--- src/rtl/modbus_rtu_req_tx.sv ---
// ============================================================================
// Module   : modbus_rtu_req_tx
// Purpose  : Serialises one Modbus RTU request (6 header bytes + CRC-16) onto
//            a UART line. The line then stays idle for the 3.5-character gap.
// Options  : MODBUS_REQ_TX_PARITY_EN adds an even-parity bit to each character
// Revision : 1.0 - initial release
// ============================================================================
`default_nettype none

module modbus_rtu_req_tx (
  input  logic        PCLK,
  input  logic        PRESETn,
  input  logic [15:0] baud_div,
  input  logic        req_valid,
  output logic        req_ready,
  input  logic [7:0]  req_slave,
  input  logic [7:0]  req_func,
  input  logic [15:0] req_addr,
  input  logic [15:0] req_data,
  output logic        uart_tx_o,
  output logic        busy,
  output logic        done,
  output logic [15:0] crc_o
);

  localparam logic [15:0] c_CRC_INIT = 16'hFFFF;
  localparam logic [15:0] c_CRC_POLY = 16'hA001;
  localparam logic [2:0]  c_LAST_BIT = 3'd7;
  localparam logic [2:0]  c_LAST_BYTE = 3'd7;
  localparam logic [2:0]  c_CRC_BYTES = 3'd6;

  typedef enum logic [2:0] {
    IDLE   = 3'd0,
    START  = 3'd1,
    DATA   = 3'd2,
    STOP   = 3'd3,
`ifdef MODBUS_REQ_TX_PARITY_EN
    PARITY = 3'd5,
`endif
    GAP    = 3'd4
  } state_t;

  state_t      r_state;
  state_t      w_next;
  logic        r_ready;
  logic [15:0] r_baud;
  logic [39:0] r_frame;
  logic [7:0]  r_shift;
  logic [2:0]  r_bit;
  logic [2:0]  r_byte;
  logic [25:0] r_cnt;
  logic [15:0] r_crc;
`ifdef MODBUS_REQ_TX_PARITY_EN
  logic        r_par;
`endif

  logic        w_accept;
  logic [15:0] w_baud_eff;
  logic [19:0] w_bit_len;
  logic [25:0] w_bit_last;
  logic [25:0] w_gap_last;
  logic        w_bit_end;
  logic        w_gap_end;
  logic        w_cnt_wrap;
  logic [15:0] w_crc_step;
  logic [7:0]  w_next_byte;
  logic        w_tx;
  logic        w_done;

  assign w_accept   = req_valid && r_ready;
  assign w_baud_eff = (r_baud == 16'd0) ? 16'd1 : r_baud;
  assign w_bit_len  = {w_baud_eff, 4'b0000};
  assign w_bit_last = {6'd0, w_bit_len} - 26'd1;
  // 35 bit times = 32B + 2B + B
  assign w_gap_last = {1'b0, w_bit_len, 5'd0} + {5'd0, w_bit_len, 1'b0}
                    + {6'd0, w_bit_len} - 26'd1;
  assign w_bit_end  = (r_cnt == w_bit_last);
  assign w_gap_end  = (r_cnt == w_gap_last);
  assign w_cnt_wrap = (r_state == GAP) ? w_gap_end : w_bit_end;

  // CRC advances one bit per transmitted data bit, LSB first
  assign w_crc_step = {1'b0, r_crc[15:1]} ^ ((r_crc[0] ^ r_shift[0]) ? c_CRC_POLY : 16'h0000);

  always_comb begin
    w_next_byte = 8'h00;
    case (r_byte)
      3'd0:    w_next_byte = r_frame[39:32];
      3'd1:    w_next_byte = r_frame[31:24];
      3'd2:    w_next_byte = r_frame[23:16];
      3'd3:    w_next_byte = r_frame[15:8];
      3'd4:    w_next_byte = r_frame[7:0];
      3'd5:    w_next_byte = r_crc[7:0];
      3'd6:    w_next_byte = r_crc[15:8];
      default: w_next_byte = 8'h00;
    endcase
  end

  always_ff @(posedge PCLK or negedge PRESETn) begin
    if (!PRESETn) begin
      r_state <= IDLE;
      r_ready <= 1'b0;
    end else begin
      r_state <= w_next;
      r_ready <= (w_next == IDLE);
    end
  end

  always_comb begin
    w_next = r_state;
    w_tx   = 1'b1;
    w_done = 1'b0;
    case (r_state)
      IDLE: begin
        if (w_accept) w_next = START;
      end
      START: begin
        w_tx = 1'b0;
        if (w_bit_end) w_next = DATA;
      end
      DATA: begin
        w_tx = r_shift[0];
        if (w_bit_end && (r_bit == c_LAST_BIT)) begin
`ifdef MODBUS_REQ_TX_PARITY_EN
          w_next = PARITY;
`else
          w_next = STOP;
`endif
        end
      end
`ifdef MODBUS_REQ_TX_PARITY_EN
      PARITY: begin
        w_tx = r_par;
        if (w_bit_end) w_next = STOP;
      end
`endif
      STOP: begin
        if (w_bit_end) begin
          if (r_byte == c_LAST_BYTE) begin
            w_next = GAP;
            w_done = 1'b1;
          end else begin
            w_next = START;
          end
        end
      end
      GAP: begin
        if (w_gap_end) w_next = IDLE;
      end
      default: w_next = IDLE;
    endcase
  end

  always_ff @(posedge PCLK or negedge PRESETn) begin
    if (!PRESETn) begin
      r_baud  <= 16'd0;
      r_frame <= 40'd0;
      r_shift <= 8'd0;
      r_bit   <= 3'd0;
      r_byte  <= 3'd0;
      r_cnt   <= 26'd0;
      r_crc   <= c_CRC_INIT;
`ifdef MODBUS_REQ_TX_PARITY_EN
      r_par   <= 1'b0;
`endif
    end else begin
      if (r_state == IDLE || w_cnt_wrap) begin
        r_cnt <= 26'd0;
      end else begin
        r_cnt <= r_cnt + 26'd1;
      end

      if (w_accept) begin
        r_baud  <= baud_div;
        r_frame <= {req_func, req_addr, req_data};
        r_shift <= req_slave;
        r_bit   <= 3'd0;
        r_byte  <= 3'd0;
        r_crc   <= c_CRC_INIT;
`ifdef MODBUS_REQ_TX_PARITY_EN
        r_par   <= ^req_slave;
`endif
      end

      if ((r_state == DATA) && w_bit_end) begin
        r_shift <= {1'b0, r_shift[7:1]};
        r_bit   <= r_bit + 3'd1;
        if (r_byte < c_CRC_BYTES) r_crc <= w_crc_step;
      end

      // CRC is complete by the end of byte 5, so bytes 6/7 read it directly
      if ((r_state == STOP) && w_bit_end && (r_byte != c_LAST_BYTE)) begin
        r_byte  <= r_byte + 3'd1;
        r_shift <= w_next_byte;
`ifdef MODBUS_REQ_TX_PARITY_EN
        r_par   <= ^w_next_byte;
`endif
      end
    end
  end

  assign req_ready = r_ready;
  assign busy      = ~r_ready;
  assign uart_tx_o = w_tx;
  assign done      = w_done;
  assign crc_o     = r_crc;

endmodule

`default_nettype wire

--- config.mk ---
export PLATFORM = sky130hd
export DESIGN_NAME = modbus_rtu_req_tx
export DESIGN_NICKNAME = d
export VERILOG_FILES = /design/src/rtl/modbus_rtu_req_tx.sv
export SDC_FILE = /design/constraint.sdc
export NUM_CORES = 1
export LEC_CHECK = 0
export CORE_ASPECT_RATIO = 1.25
export CORE_MARGIN = 4
export CORE_UTILIZATION = 63
export DETAILED_ROUTE_END_ITERATION = 16
export HOLD_SLACK_MARGIN = 0.15
export PLACE_DENSITY = 0.86
export REMOVE_ABC_BUFFERS = 1
export SYNTH_ARGS = -nofsm -noshare
export SYNTH_HDL_FRONTEND = slang
export SYNTH_SLANG_ARGS = --single-unit
--- constraint.sdc ---
create_clock -name PCLK -period 14.8 [get_ports PCLK]
set_input_delay 1.48 -clock PCLK [delete_from_list [all_inputs] [get_ports PCLK]]
set_output_delay 1.48 -clock PCLK [all_outputs]
set_load 0.02 [all_outputs]
**Yosys cells after proc, flatten, opt, wreduce, memory -nomap -nowiden**

Cells that the tools add are included.

- Bits in registers: 116
- Input bits: 67
- Output and inout bits: 20
- Logic and storage cells: 73

- Add/sub/neg operators: 7
- $lt $le $gt $ge: 1
- Eq/ne operators: 15
- Mux-type cells: 25
- Bitwise gates (word level): 3
- Reductions and logical operators: 13

Operator list:

| cell | number |
|---|---|
| 16-bit two-way mux | 5 |
| 8-bit case mux with 7 select lines | 1 |
| 26-bit equality test | 2 |
| 3-bit two-way mux | 9 |
| 25-bit by 21-bit adder with 26-bit output | 1 |
| 26-bit by 1-bit adder with 26-bit output (second input constant) | 1 |
| 26-bit by 20-bit adder with 26-bit output | 1 |
| 26-bit two-way mux | 1 |
| 26-bit by 1-bit subtractor with 26-bit output (second input constant) | 1 |
| 8-bit two-way mux | 3 |
| 20-bit by 1-bit subtractor with 21-bit output (second input constant) | 1 |
| 3-bit equality test (second input constant) | 6 |
| 16-bit zero test | 1 |
| 15-bit by 16-bit bitwise XOR with 16-bit output | 1 |
| 3-bit case mux with 5 select lines | 1 |
| 3-bit by 2-bit equality test with 1-bit output (second input constant) | 4 |
| 3-bit zero test | 3 |
| 3-bit by 1-bit adder with 3-bit output (second input constant) | 2 |
| 3-bit by 1-bit equality test with 1-bit output (second input constant) | 2 |
| 1-bit logical AND | 5 |
| 1-bit two-way mux | 4 |
| 2-bit nonzero test | 2 |
| 3-bit less-than comparator (second input constant) | 1 |
| 3-bit inequality test (second input constant) | 1 |
| 5 further kinds | 5 |

**Logic depth before layout (Yosys ltp)**

Gate-level depths: netlist of run 1.

- Depth in word-level cells: 9
- Depth in mapped cells: 22
- Depth with buffers taken out: 20

**Worst setup path after synthesis of run 1**

OpenSTA, ideal clock, no wires.

- Kind: flip-flop to output port
- From: register r_baud[2]
- To: output done
- Arrival: 4075 ps
- Data required time: 13320 ps
- Setup slack: 9245 ps
- Cell stages (with the launch flop): 15
- Buffers on the path: 1
- Path through: dfrtp_1 > inv_1 > ha_1 > or3b_2 > buf_2 > o41ai_1 > ha_1 > and3b_2 > nand4_1 > or4_1 > o211a_1 > a311oi_1 > nand4_1 > or2_4 > nor3b_4

- Word-level cells in the longest chain between the ends: 6

RTL lines:

| what | RTL line | text |
|---|---|---|
| start, declared | 46 | `logic [15:0] r_baud;` |
| start signal, assigned | 173 | `r_baud <= baud_div;` |
| 16-bit zero test | 71 | `assign w_baud_eff = (r_baud == 16'd0) ? 16'd1 : r_baud;` |
| 16-bit two-way mux * | 71 |  |
| 20-bit by 1-bit subtractor with 21-bit output * | 73 | `assign w_bit_last = {6'd0, w_bit_len} - 26'd1;` |
| 26-bit equality test * | 77 | `assign w_bit_end = (r_cnt == w_bit_last);` |
| 1-bit two-way mux * | 137 | `if (w_bit_end) begin` |
| 1-bit two-way mux * | 112 | `case (r_state)` |
| end, declared | 22 | `output logic done,` |

Mark *: on every way between the ends. The rest lies on a longest branch, timed or not.

**Worst setup path after layout of run 1**

Ends and elaborated chain as after synthesis.

==> run metrics, run 1 <==
top post-synthesis cells by area dfrtp_1 28%, nand2_1 8.2%, ha_1 8.0%, dfstp_2 4.8%, xnor2_1 3.9%; worst skew pair latency 0.41 ns; vias per cell a little over 6; most frequent cells in the layout 192 x nand2_1, 100 x dfrtp_1, 85 x clkdlybuf4s50_1; Final period util 48.6%; end of the worst register-to-register path r_cnt[11]; Die Ht 140 um; Gate Count Post-Synth 1,027; metal3 WL approximately 1300 um; Max Cap Violations 0; met1 wire length ~9400 um; measured slew at the worst slew-check pin roughly 1 ns; initial antenna violation count 0; Slew HR between 30% and 40%; worst flop-to-flop path startpoint r_baud[2]; status finished, final reports clean; CTS Buf Count 17; Root Driver clkbuf_16; Remaining DRCs 0; die footprint 15,900 um^2; Yosys warning total 0; setup TNS 0 ns; GRT Total Usage 30.8%; RSZ-0062 raised after global routing no; Seq/Total Area, Yosys between 30% and 40%; Finished Core Util 73.5%; clock sinks roughly 120; Hold WC Path Type reg2reg; Met2 Routed Length 12,300 um; Critical Path End done; DIE WIDTH ~110 um; initial core utilization 64.0%; post_cts resized 0; Antenna Nets Post-Route 0; flops & latches, synth 116; vias in the first global route about 7,800; final slew viol count 0; Critical Path AT 5.72 ns; vias post-DR between 7,000 and 8,000; Worst-path clk slew 0.06 ns; CP startpoint kind flop; row count 48; fill count 1,046; Mapped Area 8800 um^2; IO Pins 87; H-tree levels 4; Unique masters post-synth 89; Mean Syn Cell Area approximately 8.6 um^2; largest net degree at the start of global routing 92; initial DRC count roughly 630; Worst Reg-to-Reg Cells 17; crit path kind reg2out; Layout area overhead 14.8%; gr ovfl total 0; fin crit period roughly 7 ns; critical path endpoint category primary output; dominant cell type by area after synthesis dfrtp_1; hpwl dp 18,000 um; fmax 139 MHz; Post CTS Setup Buffer Count 0; Core Area 13,800 um^2; setup violators final 0; FF-to-FF setup slack approximately 8 ns; final wirelength 24,300 um; top layer reached by signal wires met4; GPL Wtd Cong 0.938; dominant synthesized flop cell dfrtp_1; CTS tree done; Fin. Hold Viols 0; CTS Buffer Depth 2; CP required about 13 ns; ys async rst share 100%; Final Skew 0.00831 ns; Nets 1,204; Critical Path Start r_baud[2]; hold buffer count at CTS 0; I/O Buffers 86; Post-synth EDFFs 0; first-pass GRT wire length 38,800 um; routed len/inst 19.3 um; Pre-antenna DRT Iters 6; CP max FO 12; top-area cell type share of the netlist area 28.4%; layout cells sized above 1 a little under a tenth; antenna cells 0; commonest non-fill, non-tap cell in the layout nand2_1
==> sequential cells by signal, summed over array words and instances (netlist names) <==
signal	cells
r_shift	8
r_state	3
r_byte	3
r_cnt	26
r_baud	16
req_ready	1
r_frame	40
r_bit	3
crc_o	16
==> cell families (layout without fill, tap and decap cells) <==
kind of cell,Yosys count,in the layout,share of synthesized area (%)
and+or+nand+nor,398,398,21.8
adders and majority gates,68,68,10.7
muxes,21,21,2.43
AOI/OAI and AO/OA,208,208,17.6
DFF,116,116,33.2
xor gates and xnor gates,68,68,6.77
buffers and inverters,148,203,7.43
==> synth_stat cells, types with 5 or more instances <==
library cell / count
nand2_1: 193
dfrtp_1: 100
inv_1: 78
nor2_1: 69
ha_1: 56
clkbuf_1: 49
o21ai_0: 49
xnor2_1: 39
a21oi_1: 36
nor3_1: 31
xor2_1: 29
mux2i_1: 18
a21oi_2: 16
a222oi_1: 16
dfstp_2: 16
nand3_1: 14
nand4_1: 14
fa_1: 12
a21o_1: 10
nor4_1: 10
a211oi_1: 9
o211a_1: 9
and3_1: 7
buf_4: 6
and2_1: 5
and4_1: 5
buf_6: 5
nand2b_1: 5
o211ai_1: 5
o22ai_1: 5
o41ai_1: 5
or2_2: 5
==> worst max-delay path: stages, from the launching register on <==
cell,delay (ns)
dfrtp_1,0.42
inv_1,0.16
ha_1,0.44
or3b_2,0.61
o41ai_1,0.73
ha_1,0.33
and3b_2,0.26
nand4_1,0.12
or4_1,0.49
o211a_1,0.16
a311oi_1,0.24
nand4_1,0.16
or2_4,0.29
nor3b_4,0.24
clkdlybuf4s50_1,0.64
==> routing by layer <==
| metal | vias up | track usage [%] |
|---|---|---|
| met3 | 66 | 5.19 |
| met4 | 0 | 17.7 |
| met2 | 280 | 53.6 |
| met1 | 3722 | 35.5 |
| met5 | - | 0 |
| li1 | 3659 | - |
==> worst min path at each step <==
| stage | end | start | slack, ns | cells past startpoint |
|---|---|---|---|---|
| 6_report | r_frame[0] | r_frame[0] | 0.47 | 2 |
| 5_1_grt | r_frame[0] | r_frame[0] | 0.50 | 2 |
| 3_3_place_gp | r_cnt[0] | r_cnt[0] | 0.45 | 1 |
| 3_5_place_dp | r_cnt[0] | r_cnt[0] | 0.46 | 1 |
| 2_1_floorplan | r_cnt[0] | r_cnt[0] | 0.43 | 1 |
| 4_1_cts | r_frame[0] | r_frame[0] | 0.48 | 2 |
==> area by class of cell <==
| class | instances | area [um^2] | share of cell area, % |
|---|---|---|---|
| sequential | 116 | 2920 | 28.9 |
| tap | 175 | 219 | 2.17 |
| clock buffer | 18 | 429 | 4.25 |
| inverter | 80 | 300 | 2.97 |
| multi-input combinational | 763 | 5230 | 51.8 |
| clock inverter | 14 | 109 | 1.08 |
| timing repair buffer | 91 | 896 | 8.86 |
==> stage by stage <==
step	area (um^2)	worst slack, ns	hold WS, ns	instances
6_report	10100	7.60	0.475	1257
5_1_grt	10100	7.27	0.496	1257
4_1_cts	10100	7.64	0.476	1257
3_5_place_dp	9570	8.10	0.461	1225
3_3_place_gp	9570	8.21	0.447	1225
2_1_floorplan	8450	9.11	0.425	959
Power of run 1 is not shown: default switching activity piles up to over one toggle a cycle in this logic, so the estimate is an artifact.
==> run 2: changes to the inputs <==
--- a/config.mk
+++ b/config.mk
@@ -7,10 +7,10 @@
 export LEC_CHECK = 0
 export CORE_ASPECT_RATIO = 1.25
 export CORE_MARGIN = 4
-export CORE_UTILIZATION = 63
+export CORE_UTILIZATION = 59
 export DETAILED_ROUTE_END_ITERATION = 16
 export HOLD_SLACK_MARGIN = 0.15
-export PLACE_DENSITY = 0.86
+export PLACE_DENSITY = 0.81
 export REMOVE_ABC_BUFFERS = 1
 export SYNTH_ARGS = -nofsm -noshare
 export SYNTH_HDL_FRONTEND = slang
==> constraint.sdc (replaced) <==
create_clock -name PCLK -period 6.9 [get_ports PCLK]
set_input_delay 0.69 -clock PCLK [delete_from_list [all_inputs] [get_ports PCLK]]
set_output_delay 0.69 -clock PCLK [all_outputs]
set_load 0.02 [all_outputs]
==> run metrics, run 2 (same netlist as run 1, synthesis figures left out) <==
Fin. Hold Viols 0; vias post-DR 7,795; commonest non-fill, non-tap cell in the layout nand2_1; vias in the first global route 7,562; fill count 1,172; Slew HR 20.6%; status finished, final reports clean; post_cts resized 0; IO Pins 87; Antenna Nets Post-Route 0; crit path kind reg2reg; CP required 7.19 ns; Root Driver clkbuf_16; Hold WC Path Type in2async; worst skew pair latency 0.42 ns; Remaining DRCs 0; Core Area 14,500 um^2; setup violators final 0; vias per cell 6.18; most frequent cells in the layout 192 x nand2_1, 100 x dfrtp_1, 85 x clkdlybuf4s50_1; Largest regs r_frame (40), r_cnt (26); Max Cap Violations 0; CP max FO 26; CTS Buf Count 17; fmax 164 MHz; Layout area overhead 15.4%; first-pass GRT wire length 38,300 um; setup TNS 0 ns; largest net degree at the start of global routing 92; GRT Total Usage 29.3%; Largest register FFs 40; initial core utilization 60.6%; row count 49; Die Ht 145 um; Min Hold Slack roughly 0.23 ns; hpwl dp approximately 18,000 um; final wirelength 24,000 um; CP startpoint kind flop; CTS Buffer Depth 2; antenna cells 0; Nets about 1,200; CTS tree done; I/O Buffers 86; RSZ-0062 raised after global routing no; Pre-antenna DRT Iters 6; die footprint 17,000 um^2; Top reg by flops r_frame; critical path endpoint category flop; Post CTS Setup Buffer Count 0; Final Skew 0.00799 ns; hold buffer count at CTS 0; fin crit period 6.11 ns; measured slew at the worst slew-check pin between 1 and 1.5 ns; Multi-input gate area approximately 5200 um^2; initial DRC count 674; register area ~2900 um^2; routed len/inst 19.1 um; layout cells sized above 1 9.69%; Critical Path AT 6.40 ns; Final period util 88.6%; clock sinks 116; GPL Wtd Cong 1.03; DIE WIDTH between 100 and 150 um; gr ovfl total 0; H-tree levels 4; final slew viol count 0; Worst-path clk slew 0.06 ns; initial antenna violation count 0
==> run 2: area by class of cell <==
class	instances	share of cell area, %
clock buffer	18	4.22
clock inverter	14	1.43
inverter	80	2.95
multi-input combinational	763	51.5
sequential	116	28.8
tap	178	2.19
timing repair buffer	93	8.96
==> run 2: final timing paths <==
path,startpoint,to,slack (ns),depth (start not counted)
max,r_baud[2],r_cnt[5],0.79,18
min,PRESETn,r_baud[1],0.23,1
max reg2reg,r_baud[2],r_cnt[5],0.79,18
min reg2reg,r_cnt[0],r_cnt[0],0.47,1
max in group asynchronous,PRESETn,r_cnt[22],5.28,2
min in group PCLK,r_cnt[0],r_cnt[0],0.47,1
==> run 2: critical path, stage by stage, from the launching register on <==
cell      delay [ns]
dfrtp_1         0.41
inv_1           0.16
ha_1            0.44
or3b_2          0.62
o41ai_2         0.55
ha_1            0.35
inv_1           0.08
fa_1            0.40
ha_1            0.46
nand2_1         0.14
o21ai_0         0.49
nor2_1          0.11
a2111o_1        0.38
nor4_1          0.27
and4_1          0.25
nand4_1         0.24
a31oi_4         0.24
buf_4           0.30
nor2_1          0.09
==> run 2: per-layer routing <==
layer	vias up	track usage [%]	share of wire (%)
met1	3691	33.9	37
li1	3654	-	-
met4	0	17.5	5.9
met3	85	6.20	7.0
met5	-	0	0
met2	365	49.6	50
==> run 2: metrics by stage <==
step	util, %	std cells	worst slack [ns]	area (um^2)
global placement	66.0	1230	0.945	9590
finish	69.9	1262	0.790	10200
floorplan	-	959	1.53	8450
CTS	69.9	1262	0.821	10200
detailed placement	66.0	1230	0.945	9590
global route	69.9	1262	0.419	10200
Power of run 2 is left out for the same reason.
==> run 3: changes to the inputs <==
--- a/config.mk
+++ b/config.mk
@@ -12,6 +12,7 @@
 export HOLD_SLACK_MARGIN = 0.15
 export PLACE_DENSITY = 0.81
 export REMOVE_ABC_BUFFERS = 1
+export SLEW_MARGIN = 30
 export SYNTH_ARGS = -nofsm -noshare
 export SYNTH_HDL_FRONTEND = slang
 export SYNTH_SLANG_ARGS = --single-unit
==> run metrics, run 3 (same netlist as run 1, synthesis figures left out) <==
Layout area overhead 15.9%; Post CTS Setup Buffer Count 0; Hold WC Path Type in2async; Core Area ~15,000 um^2; Largest register FFs 40; I/O Buffers 86; final slew viol count 0; fmax ~160 MHz; worst skew pair latency 0.43 ns; critical path endpoint category primary output; initial DRC count just over 700; setup violators final 0; H-tree levels 4; die footprint 17,000 um^2; CP max-delay cell clkdlybuf4s50_1; crit path kind reg2out; Top reg by flops r_frame; Pre-antenna DRT Iters 6; CP most frequent cell ha_1; layout cells sized above 1 under 10%; register area 2920 um^2; fill count between 1,000 and 1,500; cell area after placement 9600 um^2; Slew HR slightly below 50%; Fin. Hold Viols 0; DIE WIDTH 117 um; crit-path max cell delay 0.64 ns; Final Skew 0.00939 ns; clock sinks 116; post-route cell area about 10,000 um^2; fin crit period 6.20 ns; vias post-DR 7,852; gr ovfl total 0; initial antenna violation count 0; final wirelength 24,100 um; Die Ht 145 um; CP required 6.21 ns; first-pass GRT wire length 38,700 um; commonest non-fill, non-tap cell in the layout nand2_1; Root Driver clkbuf_16; placed cell count 1,230; most frequent cells in the layout 192 x nand2_1, 100 x dfrtp_1, 85 x clkdlybuf4s50_1; CP startpoint kind flop; FF-to-FF setup slack 0.86 ns; routed len/inst 19.1 um; CP Cell Sequence inv_1 -> ha_1 -> or3b_2 -> o41ai_1 -> buf_4 -> ha_1 -> and3b_2 -> nand2_1 -> nor4_1 -> o22ai_1 -> nor4b_1 -> nand4_1 -> or2_4 -> nor3b_4 -> clkdlybuf4s50_1; GPL Wtd Cong 1.03; Largest delay share family, worst path simple AND/OR/NAND/NOR gates; non-filler cells, final between 1,000 and 1,500; hpwl dp 17,600 um; measured slew at the worst slew-check pin ~0.76 ns; vias per cell about 6.2; CTS Buffer Depth 2; Multi-input gate area 5240 um^2; critical path buffer and inverter count 3; Largest regs r_frame (40), r_cnt (26); Critical Path AT 5.51 ns; Final period util between 80% and 90%; RSZ-0062 raised after global routing no; hold buffer count at CTS 0; CP Depth 15; Critical Path Start r_baud[2]; end of the worst register-to-register path r_cnt[2]; Antenna Nets Post-Route 0; Worst Reg-to-Reg Cells 19; row count just under 50; Critical Path End done; setup TNS 0 ns; Max Cap Violations 0; Nets 1,207; vias in the first global route 7,658; initial core utilization roughly three fifths; status finished, final reports clean; Worst-path clk slew 0.06 ns; largest net degree at the start of global routing 92; Remaining DRCs 0; CTS tree done; GRT Total Usage between 20 and 30%; antenna cells 0; worst flop-to-flop path startpoint r_baud[2]; CP max FO 12; post_cts resized 0; CTS Buf Count 17; IO Pins 87
==> run 3: worst min-delay path by stage <==
stage          startpoint         to  slack (ns)  cells after the start
3_3_place_gp     r_cnt[0]   r_cnt[0]        0.45                      1
4_1_cts           PRESETn  r_baud[5]        0.25                      1
3_5_place_dp     r_cnt[0]   r_cnt[0]        0.46                      1
6_report          PRESETn  r_baud[1]        0.23                      1
2_1_floorplan     PRESETn  r_baud[0]        0.39                      0
5_1_grt           PRESETn  r_baud[5]        0.27                      1
==> run 3: area by class of cell <==
class	instances	area share [%]
multi-input cells	763	51.4
inverters	80	2.94
repair buffers	94	9.23
flip-flops and latches	116	28.6
clock buffers	18	4.20
clock inverters	14	1.42
well taps	178	2.18
==> run 3: metrics by stage <==
step                      worst slack (ns)  hold WS, ns  utilization [%]
after floorplan                       1.53        0.394                -
after global placement               0.945        0.447             66.0
after detailed placement             0.944        0.461             66.1
after CTS                            0.806        0.251             70.0
after global routing                 0.413        0.271             70.2
final                                0.702        0.234             70.2
==> run 3: routing by layer <==
| metal | routed length, um | up-vias | track usage (%) | share of wire [%] |
|---|---|---|---|---|
| li1 | - | 3678 | - | - |
| met1 | 9100 | 3745 | 34.9 | 38 |
| met2 | 12200 | 336 | 50.2 | 51 |
| met3 | 1430 | 93 | 5.06 | 5.9 |
| met4 | 1350 | 0 | 16.7 | 5.6 |
| met5 | 0 | - | 0 | 0 |
Power of run 3 is left out for the same reason.
